==> config.mk <==
export PLATFORM = sky130hd
export DESIGN_NAME = uart_tx_sequencer
export DESIGN_NICKNAME = d
export VERILOG_FILES = /design/src/rtl/uart_tx_sequencer.sv
export SDC_FILE = /design/constraint.sdc
export NUM_CORES = 1
export LEC_CHECK = 0
export CORE_MARGIN = 2
export CORE_UTILIZATION = 50
export DETAILED_ROUTE_END_ITERATION = 8
export GPL_TIMING_DRIVEN = 1
export PLACE_DENSITY = 0.66
export RECOVER_POWER = 100
export SLEW_MARGIN = 5
export SYNTH_ARGS = -nofsm -noshare
export SYNTH_HDL_FRONTEND = slang
export SYNTH_SLANG_ARGS = --single-unit
==> constraint.sdc <==
create_clock -name clk -period 6.6 [get_ports clk]
set_input_delay 1.98 -clock clk [delete_from_list [all_inputs] [get_ports clk]]
set_output_delay 1.98 -clock clk [all_outputs]
set_load 0.1 [all_outputs]
==> src/rtl/uart_tx_sequencer.sv <==
// Byte FIFO and start/busy handshake sequencer in front of uart_transmitter.
// Define UART_TX_CRLF_EN to insert a CR ahead of any LF not already preceded by CR.
module uart_tx_sequencer #(
    parameter int FIFO_DEPTH = 8,
    parameter int DATA_WIDTH = 8
) (
    input  logic                          clk,
    input  logic                          reset,
    input  logic [DATA_WIDTH-1:0]         wr_data,
    input  logic                          wr_en,
    input  logic                          clr_overflow,
    input  logic                          tx_busy,
    output logic                          tx_start_strobe,
    output logic [DATA_WIDTH-1:0]         tx_data,
    output logic                          fifo_full,
    output logic                          fifo_empty,
    output logic [$clog2(FIFO_DEPTH):0]   fifo_count,
    output logic                          overflow,
    output logic                          idle
);

    localparam int PTR_W = $clog2(FIFO_DEPTH);
    localparam int CNT_W = PTR_W + 1;
    localparam logic [CNT_W-1:0] DEPTH_C = CNT_W'(FIFO_DEPTH);
    localparam logic [DATA_WIDTH-1:0] CHAR_LF = DATA_WIDTH'(8'h0A);
    localparam logic [DATA_WIDTH-1:0] CHAR_CR = DATA_WIDTH'(8'h0D);

    localparam logic [1:0] S_SEQ_IDLE      = 2'd0;
    localparam logic [1:0] S_SEQ_START     = 2'd1;
    localparam logic [1:0] S_SEQ_WAIT_DONE = 2'd2;

    logic [DATA_WIDTH-1:0] mem_q [FIFO_DEPTH];
    logic [PTR_W-1:0]      wr_ptr_q, wr_ptr_d;
    logic [PTR_W-1:0]      rd_ptr_q, rd_ptr_d;
    logic [CNT_W-1:0]      count_q, count_d;
    logic                  full_q, full_d;
    logic                  empty_q, empty_d;
    logic                  ovf_q, ovf_d;
    logic [1:0]            state_q, state_d;
    logic                  strobe_q, strobe_d;
    logic [DATA_WIDTH-1:0] tx_data_q, tx_data_d;

    logic                  launch_s;
    logic                  pop_s;
    logic                  push_s;
    logic                  send_cr_s;
    logic [DATA_WIDTH-1:0] head_s;
    logic [DATA_WIDTH-1:0] launch_byte_s;

    assign head_s = mem_q[rd_ptr_q];

`ifdef UART_TX_CRLF_EN
    logic [DATA_WIDTH-1:0] last_q, last_d;

    // An LF whose predecessor on the wire was not CR first launches a CR and stays queued.
    assign send_cr_s = (head_s == CHAR_LF) && (last_q != CHAR_CR);
`else
    assign send_cr_s = 1'b0;
`endif

    assign launch_s      = (state_q == S_SEQ_IDLE) && !empty_q && !tx_busy;
    assign pop_s         = launch_s && !send_cr_s;
    assign launch_byte_s = send_cr_s ? CHAR_CR : head_s;
    // A full queue still takes a write when the head leaves in the same cycle.
    assign push_s        = wr_en && (!full_q || pop_s);

    // FIFO pointer, occupancy and status flag next-state.
    always_comb begin
        wr_ptr_d = wr_ptr_q;
        rd_ptr_d = rd_ptr_q;
        count_d  = count_q;
        if (push_s) begin
            wr_ptr_d = wr_ptr_q + PTR_W'(1);
        end else begin
            wr_ptr_d = wr_ptr_q;
        end
        if (pop_s) begin
            rd_ptr_d = rd_ptr_q + PTR_W'(1);
        end else begin
            rd_ptr_d = rd_ptr_q;
        end
        if (push_s && !pop_s) begin
            count_d = count_q + CNT_W'(1);
        end else if (pop_s && !push_s) begin
            count_d = count_q - CNT_W'(1);
        end else begin
            count_d = count_q;
        end
        full_d  = (count_d == DEPTH_C);
        empty_d = (count_d == CNT_W'(0));
    end

    // Sticky overflow; a new drop outranks a clear in the same cycle.
    always_comb begin
        ovf_d = ovf_q;
        if (wr_en && full_q && !pop_s) begin
            ovf_d = 1'b1;
        end else if (clr_overflow) begin
            ovf_d = 1'b0;
        end else begin
            ovf_d = ovf_q;
        end
    end

    // Sequencer: launch a byte, hold strobe until busy is seen, then wait for busy to clear.
    always_comb begin
        state_d   = state_q;
        strobe_d  = strobe_q;
        tx_data_d = tx_data_q;
        case (state_q)
            S_SEQ_IDLE: begin
                if (launch_s) begin
                    tx_data_d = launch_byte_s;
                    strobe_d  = 1'b1;
                    state_d   = S_SEQ_START;
                end else begin
                    strobe_d  = 1'b0;
                    state_d   = S_SEQ_IDLE;
                end
            end
            S_SEQ_START: begin
                if (tx_busy) begin
                    strobe_d = 1'b0;
                    state_d  = S_SEQ_WAIT_DONE;
                end else begin
                    strobe_d = 1'b1;
                    state_d  = S_SEQ_START;
                end
            end
            S_SEQ_WAIT_DONE: begin
                strobe_d = 1'b0;
                if (!tx_busy) begin
                    state_d = S_SEQ_IDLE;
                end else begin
                    state_d = S_SEQ_WAIT_DONE;
                end
            end
            default: begin
                strobe_d = 1'b0;
                state_d  = S_SEQ_IDLE;
            end
        endcase
    end

`ifdef UART_TX_CRLF_EN
    // Remember the byte most recently launched so CR-then-LF pairs are not doubled.
    always_comb begin
        last_d = last_q;
        if (launch_s) begin
            last_d = launch_byte_s;
        end else begin
            last_d = last_q;
        end
    end

    // Last-launched byte register.
    always_ff @(posedge clk or negedge reset) begin
        if (!reset) begin
            last_q <= {DATA_WIDTH{1'b0}};
        end else begin
            last_q <= last_d;
        end
    end
`endif

    // Queue storage.
    always_ff @(posedge clk or negedge reset) begin
        if (!reset) begin
            for (int i = 0; i < FIFO_DEPTH; i++) begin
                mem_q[i] <= {DATA_WIDTH{1'b0}};
            end
        end else if (push_s) begin
            mem_q[wr_ptr_q] <= wr_data;
        end
    end

    // Control and output registers.
    always_ff @(posedge clk or negedge reset) begin
        if (!reset) begin
            wr_ptr_q  <= {PTR_W{1'b0}};
            rd_ptr_q  <= {PTR_W{1'b0}};
            count_q   <= {CNT_W{1'b0}};
            full_q    <= 1'b0;
            empty_q   <= 1'b1;
            ovf_q     <= 1'b0;
            state_q   <= S_SEQ_IDLE;
            strobe_q  <= 1'b0;
            tx_data_q <= {DATA_WIDTH{1'b0}};
        end else begin
            wr_ptr_q  <= wr_ptr_d;
            rd_ptr_q  <= rd_ptr_d;
            count_q   <= count_d;
            full_q    <= full_d;
            empty_q   <= empty_d;
            ovf_q     <= ovf_d;
            state_q   <= state_d;
            strobe_q  <= strobe_d;
            tx_data_q <= tx_data_d;
        end
    end

    assign tx_start_strobe = strobe_q;
    assign tx_data         = tx_data_q;
    assign fifo_full       = full_q;
    assign fifo_empty      = empty_q;
    assign fifo_count      = count_q;
    assign overflow        = ovf_q;
    assign idle            = empty_q && (state_q == S_SEQ_IDLE) && !tx_busy;

endmodule

Yosys cells after proc, flatten, opt, wreduce, memory -nomap -nowiden
Index checks and enable logic that the tools add are counted.
{"block": "word_totals", "register_bits": 88, "in_bits": 13, "out_inout_bits": 17, "word_cells": 66}
{"block": "classes", "addsub": 4, "magnitude_cmp": 3, "eq_ne": 3, "n_mux": 17, "bitwise_logic": 2, "reduce_logical": 20}
{"op": "bitwise mux 64 bit", "n": 1}
{"op": "binary-select mux 8 bit (select 3 bit)", "n": 1}
{"op": "demux 8 bit (select 3 bit)", "n": 1}
{"op": "two-way mux 8 bit", "n": 3}
{"op": "logical AND 1 bit", "n": 10}
{"op": ">= comparator 4 bit, second input constant", "n": 2}
{"op": "two-way mux 4 bit", "n": 2}
{"op": "NOT 3 -> 4 bit", "n": 2}
{"op": "adder 3 x 1 -> 3 bit, second input constant", "n": 2}
{"op": "case mux 2 bit (3 select lines)", "n": 1}
{"op": "logical NOT 1 bit", "n": 5}
{"op": "two-way mux 1 bit", "n": 5}
{"op": "adder 4 x 1 -> 4 bit, second input constant", "n": 1}
{"op": "== test 4 bit, second input constant", "n": 1}
{"op": "logical NOT 4 bit", "n": 1}
{"op": "less-than comparator 4 x 1 -> 1 bit, second input constant", "n": 1}
{"op": "two-way mux 2 bit", "n": 2}
{"op": "subtractor 4 x 1 -> 4 bit, second input constant", "n": 1}
{"op": "== test 2 x 1 -> 1 bit, second input constant", "n": 1}
{"op": "== test 2 bit, second input constant", "n": 1}
{"op": "logical NOT 2 bit", "n": 1}
{"op": "case mux 1 bit (2 select lines)", "n": 1}
{"op": "AND reduction 2 bit", "n": 1}
{"op": "nonzero test 2 bit", "n": 1}
{"op": "logical OR 1 bit", "n": 1}

Depth between registers and ports, before layout
Gate-level depths: netlist (run 1).
{"block": "depth", "depth_word": 10, "mapped_depth": 6, "mapped_depth_nobuf": 6}

Worst setup path after synthesis (run 1)
No wires, ideal clock.
{"block": "synth_timing", "path_type": "input to output", "start": "in tx_busy", "end": "out idle", "arrival_time_ns": 4.168, "required_time_ns": 4.620, "path_slack_ns": 0.452, "cell_stages": 1, "path_cell_list": "nor3b_1"}
{"block": "synth_between", "elab_chain_len": 2}
{"element": "start: declaration", "line_no": "12", "rtl": "input logic tx_busy,"}
{"element": "logical NOT 1 bit", "line_no": "208", "rtl": "assign idle = empty_q && (state_q == S_SEQ_IDLE) && !tx_busy;"}
{"element": "logical AND 1 bit", "line_no": "208"}
{"element": "end: declaration", "line_no": "19", "rtl": "output logic idle"}
Every way passes these cells.

Worst setup path in the final report (run 1)
Same ends and word-level chain as after synthesis.

==> impl_metrics.toml, run 1 <==
[status]
status = "complete, but fails checks"
violations = "max-capacitance violations, max-slew violations"

[sta]
period_needed_ns = 5.65
slew_viol_final = 34
finalClockSkew_ns = 0.00528
fmax_ghz = 0.177
finalCritPeriodShare = 0.856
rsz0062_at_grt = "no"
layout_setup_ws_ns = 0.947
tightest_slew_ns = 1.75
setup_viol = 0
finalSetupTns_ns = 0
finalHoldViolations = 0
max_slew_margin = -0.168

[pwr]
p_seq_frac = 0.414
swShare = 0.393
p_sw_uw = 974
power.density_mw_per_mm2 = 552
p_int_uw = 1510
leakagePower_uw = 0.00192
p_comb_frac = 0.436
clockPowerShare = 0.150
vdd_drop_max_mv = 0.223

[critical_path]
end_kind = "output pin"
cp.arrival_ns = 3.67
worstSetupPathType = "input port to output pin"
critPathRequiredTime_ns = 4.62
start_kind = "input port"
path_max_fanout = 6

[placement]
place_worst_setup_slack_ns = 1.63
place_congestion = 0.852
post-dp-hpwl_mm = 4.62
io_buffers = 29
placed_cell_area_mm2 = 0.00437

[cts]
cts_sinks = 88
cts_htree_levels = 3
post_cts_resized = 0
cts_max_path_buffers = 2
cts-root-buf = "clkbuf_8"
cts_tree = "built"
path_clk_slew_ns = 0.08
ctsHoldBuffers = 0
postCtsSetupRepairBufs = 0
clk_latency_ns = 0.34
numCtsBuffers = 9

[route]
ant_nets = 0
post-route-drc-count = 0
routed_wl_mm = 7.29
dr.pass1.iters = 4
wl_per_cell_um = 17.9
drt_iter0_markers = 91
drt-vias-per-instance = 5.60
vias = 2283

[floorplan]
initial_core_util = 0.516
io_pins = 30
rows = 32
die_x_um = 93.3
die_h_um = 93.3
dieArea_mm2 = 0.00870
core_mm2 = 0.00773

[synth]
synth_top_area_cell = "dfrtp_1"
yosysSeqAreaShare = 0.553
synth-edff-count = 0
yosys-top-cells-count = "dfrtp_1 (87), mux2_2 (65), mux4_2 (16)"
yosysMostFrequentCell = "dfrtp_1"
ys_seq_elements = 88
synth_top_cell_area_share = 0.546
yosys-top-cells-area = "dfrtp_1 (55%), mux2_2 (18%), mux4_2 (9.0%)"
netlist_area_mm2 = 0.00398
synthCells = 270
synth-warning-count = 0
synthArstFlopShare = 1.00
syn_avg_cell_area_um2 = 14.8
synth-main-ff-cell = "dfrtp_1"
ys_types = 37
syn_nets = 287

[finish]
area_growth_syn_to_layout_pct = 12.7
final_area_mm2 = 0.00449
diodes = 0
final_nets = 318
drive_gt1_frac = 0.314
seqCellArea_mm2 = 0.00220
nFillCells = 631
multi_input_area_mm2 = 0.00166

[grt]
antenna_found_initial = 0
grt_pass1_vias = 2429
grt_overflow = 0
grt_max_degree = 57
grt_pass1_wl_mm = 12.4
grt.total_usage = 0.192

[run]
drv_cap = 1

[worst_hold_path]
hold_path.class = "register to register"
[registers in the layout, summed over array words and instances (netlist names)]
| register | cells |
|---|---|
| fifo_count | 4 |
| tx_data | 8 |
| state_q | 2 |
| wr_ptr_q | 3 |
| fifo_empty | 1 |
| mem_q | 64 |
| rd_ptr_q | 3 |
| fifo_full | 1 |
| overflow | 1 |
| tx_start_strobe | 1 |
[layout by cell type, fill, tap and decap left out, drive strengths merged]
cell type / netlist / layout
dfstp: 1 / 1
nor2: 4 / 4
nand3: 5 / 5
clkbuf: 5 / 18
nor4: 3 / 3
o21ai: 14 / 14
inv: 4 / 4
or4: 1 / 1
nand2: 15 / 15
nand4: 1 / 1
nor2b: 2 / 2
dfrtp: 87 / 87
xor2: 3 / 3
dlygate4sd3: 0 / 17
ha: 4 / 4
clkinvlp: 0 / 1
a21oi: 1 / 1
o21a: 1 / 1
nand2b: 1 / 1
nor3b: 1 / 1
bufinv: 0 / 1
a211oi: 2 / 2
a221oi: 1 / 1
nand4b: 2 / 2
or3: 1 / 1
mux4: 16 / 16
mux2: 65 / 65
nand3b: 3 / 3
nor4b: 2 / 2
and2: 2 / 2
mux2i: 10 / 10
nor3: 3 / 3
xnor2: 4 / 4
clkdlybuf4s50: 0 / 10
[routing by layer]
layer | wire, µm | vias up | track usage
met5 | 0 | - | 0
met4 | 74 | 0 | 0.0502
met3 | 218 | 7 | 0.0588
met2 | 3560 | 30 | 0.307
met1 | 3440 | 1182 | 0.256
li1 | - | 1064 | -
[worst paths after layout]
path | start | end | slack [ns] | cells past startpoint
max reg2reg | state_q[1] | mem_q[23] | 3.11 | 5
max in group asynchronous | reset | mem_q[6] | 2.39 | 2
min reg2reg | tx_data[3] | tx_data[3] | 0.48 | 2
min | tx_data[3] | tx_data[3] | 0.48 | 2
max | tx_busy | idle | 0.95 | 3
min in group asynchronous | reset | fifo_count[0] | 2.09 | 1
[power by group through the flow]
| stage | Clock [µW] | Sequential [µW] | Combinational (µW) |
|---|---|---|---|
| 4_1_cts | 383 | 1040 | 1130 |
| 3_3_place_gp | 0 | 1040 | 1110 |
| 3_5_place_dp | 0 | 1050 | 1130 |
| 5_1_grt | 409 | 1070 | 1170 |
| 2_1_floorplan | 0 | 1220 | 694 |
| 6_report | 371 | 1030 | 1080 |
[cell families after synthesis]
| logic type | share of synthesized area |
|---|---|
| buffers and inverters | 0.0154 |
| and+or+nand+nor | 0.0716 |
| xor gates and xnor gates | 0.0154 |
| muxes | 0.299 |
| DFF | 0.553 |
| adders and majority gates | 0.0126 |
| AOI/OAI and AO/OA | 0.0327 |
[worst max-delay path, stage by stage]
cell           delay [ns]
dlygate4sd3_1        0.61
nor3b_1              0.20
clkbuf_1             0.88
[cell type report]
type                       count  area share
multi-input combinational    167       0.369
inverter                       4     0.00334
clock buffer                  14      0.0362
sequential                    88       0.491
tap                          102      0.0284
clock inverter                 2     0.00836
timing repair buffer          31      0.0638
[per-stage QoR]
step            util  total power [µW]  hold slack [ns]  std cells
3_5_place_dp   0.565              2180            0.473        392
6_report       0.581              2480            0.479        408
2_1_floorplan      -              1920            0.474        270
3_3_place_gp   0.565              2150            0.464        392
4_1_cts        0.591              2550            0.492        408
5_1_grt        0.581              2650            0.522        408
Power figures use the tool's default switching activity.
==> run 2: changes to the inputs <==
--- a/config.mk
+++ b/config.mk
@@ -5,6 +5,7 @@
 export SDC_FILE = /design/constraint.sdc
 export NUM_CORES = 1
 export LEC_CHECK = 0
+export CAP_MARGIN = 20
 export CORE_MARGIN = 2
 export CORE_UTILIZATION = 50
 export DETAILED_ROUTE_END_ITERATION = 8
==> run 2 against run 1 <==
Against the previous run: the flow still finishes with violations (max-capacitance violations, max-slew violations); critical path type unchanged; die area is the same; routed wire length grew 0.32%; largest cell class unchanged; setup slack barely moved; sequential power about the same.
==> impl_metrics.toml, run 2 (synthesized netlist as in run 1, its figures left out) <==
[status]
status = "complete, but fails checks"
violations = "max-capacitance violations, max-slew violations"

[critical_path]
end_kind = "output pin"
cpPeakStageDelay_ns = 0.88
reg2reg_to = "mem_q[23]"
rrSetupSlack_ns = 3.11
start_kind = "input port"
cp_slowest_cell = "clkbuf_1"
path_max_fanout = 6
crit-reg2reg-launch = "state_q[1]"
worstSetupPathType = "input port to output pin"
cp.arrival_ns = 3.67
worstRegToRegCells = 5
critPathRequiredTime_ns = 4.62
path_cells = "dlygate4sd3_1 > nor3b_1 > clkbuf_1"

[sta]
max_slew_margin = -0.163
finalCritPeriodShare = 0.856
finalClockSkew_ns = 0.00485
rsz0062_at_grt = "no"
finalSetupTns_ns = 0
setup_viol = 0
period_needed_ns = 5.65
tightest_slew_ns = 1.75
finalHoldViolations = 0
slew_viol_final = 34
fmax_ghz = 0.177
holdWs_ns = 0.478

[finish]
final_nets = 319
largest_reg_flops = 64
multi_input_area_mm2 = 0.00166
seqCellArea_mm2 = 0.00220
final_common_cell = "dfrtp_1"
area_growth_syn_to_layout_pct = 13.4
utilization = 0.585
nFillCells = 627
top_register = "mem_q"
mostFrequentLayoutCells = "dfrtp_1 (87), mux2_2 (65), dlygate4sd3_1 (17), mux4_2 (16), nand2_1 (15)"
diodes = 0
drive_gt1_frac = 0.316

[route]
wl_per_cell_um = 17.9
ant_nets = 0
post-route-drc-count = 0
vias = 2287
drt_iter0_markers = 130
routed_wl_mm = 7.32
dr.pass1.iters = 4
drt-vias-per-instance = 5.59

[pwr]
leakagePower_uw = 0.00193
vdd_drop_max_mv = 0.222
report.power.total_uw = 2500
power.density_mw_per_mm2 = 554

[placement]
place_congestion = 0.852
post-dp-hpwl_mm = 4.62
io_buffers = 29

[cts]
numCtsBuffers = 9
postCtsSetupRepairBufs = 0
cts-root-buf = "clkbuf_8"
cts_htree_levels = 3
ctsHoldBuffers = 0
cts_tree = "built"
cts_sinks = 88
post_cts_resized = 0
path_clk_slew_ns = 0.08
cts_max_path_buffers = 2
clk_latency_ns = 0.34

[grt]
grt_overflow = 0
grt_pass1_vias = 2429
use_met2 = 0.307
use_met3 = 0.0588
busiest_layer = "met2"
grt_util_met1 = 0.256
grt_pass1_wl_mm = 12.4
antenna_found_initial = 0
grt.total_usage = 0.192
grt_max_degree = 57

[floorplan]
initial_core_util = 0.516
dieArea_mm2 = 0.00870
die_x_um = 93.3
rows = 32
die_h_um = 93.3
io_pins = 30
core_mm2 = 0.00773

[worst_hold_path]
whs_path_depth = 2
whs_endpoint = "tx_data[3]"
hold_path.class = "register to register"
hp-start = "tx_data[3]"

[run]
drv_cap = 1
run 2: changes by cell type in the layout (fill, tap and decap cells not counted), sizes merged:
cell	previous run	this run
buf	0	1
run 2: worst max path at each step:
stage          startpoint  endpoint  slack, ns  depth (start not counted)
3_3_place_gp      tx_busy      idle       1.64                          3
6_report          tx_busy      idle       0.95                          3
5_1_grt           tx_busy      idle       0.85                          3
3_5_place_dp      tx_busy      idle       1.63                          3
4_1_cts           tx_busy      idle       1.61                          3
2_1_floorplan     tx_busy      idle       0.45                          1
run 2: area by class of cell:
type	instances	area share
flip-flops and latches	88	0.488
clock inverters	2	0.00831
inverters	4	0.00332
clock buffers	14	0.0360
multi-input cells	167	0.367
well taps	102	0.0283
repair buffers	32	0.0695
run 2: power breakdown:
group | total, µW | internal, µW | switching, µW
clock | 372 | 196 | 176
sequential | 1010 | 806 | 207
combinational | 1120 | 520 | 597
total | 2500 | 1520 | 979
run 2: routing by layer:
metal / vias up / part of all wire
li1: 1064 / -
met1: 1186 / 0.47
met2: 29 / 0.49
met3: 8 / 0.030
met4: 0 / 0.010
met5: - / 0
run 2: through the flow:
step | setup slack, ns | cells | cell area [µm²]
detailed placement | 1.63 | 392 | 4370
floorplan | 0.452 | 270 | 3980
finish | 0.948 | 409 | 4520
CTS | 1.61 | 408 | 4570
global placement | 1.64 | 392 | 4370
global route | 0.850 | 409 | 4520
run 2: critical path: cells and delay by family:
family | cells | cell delay, ns
AND/OR/NAND/NOR | 1 | 0.20
buffers and inverters | 2 | 1.49
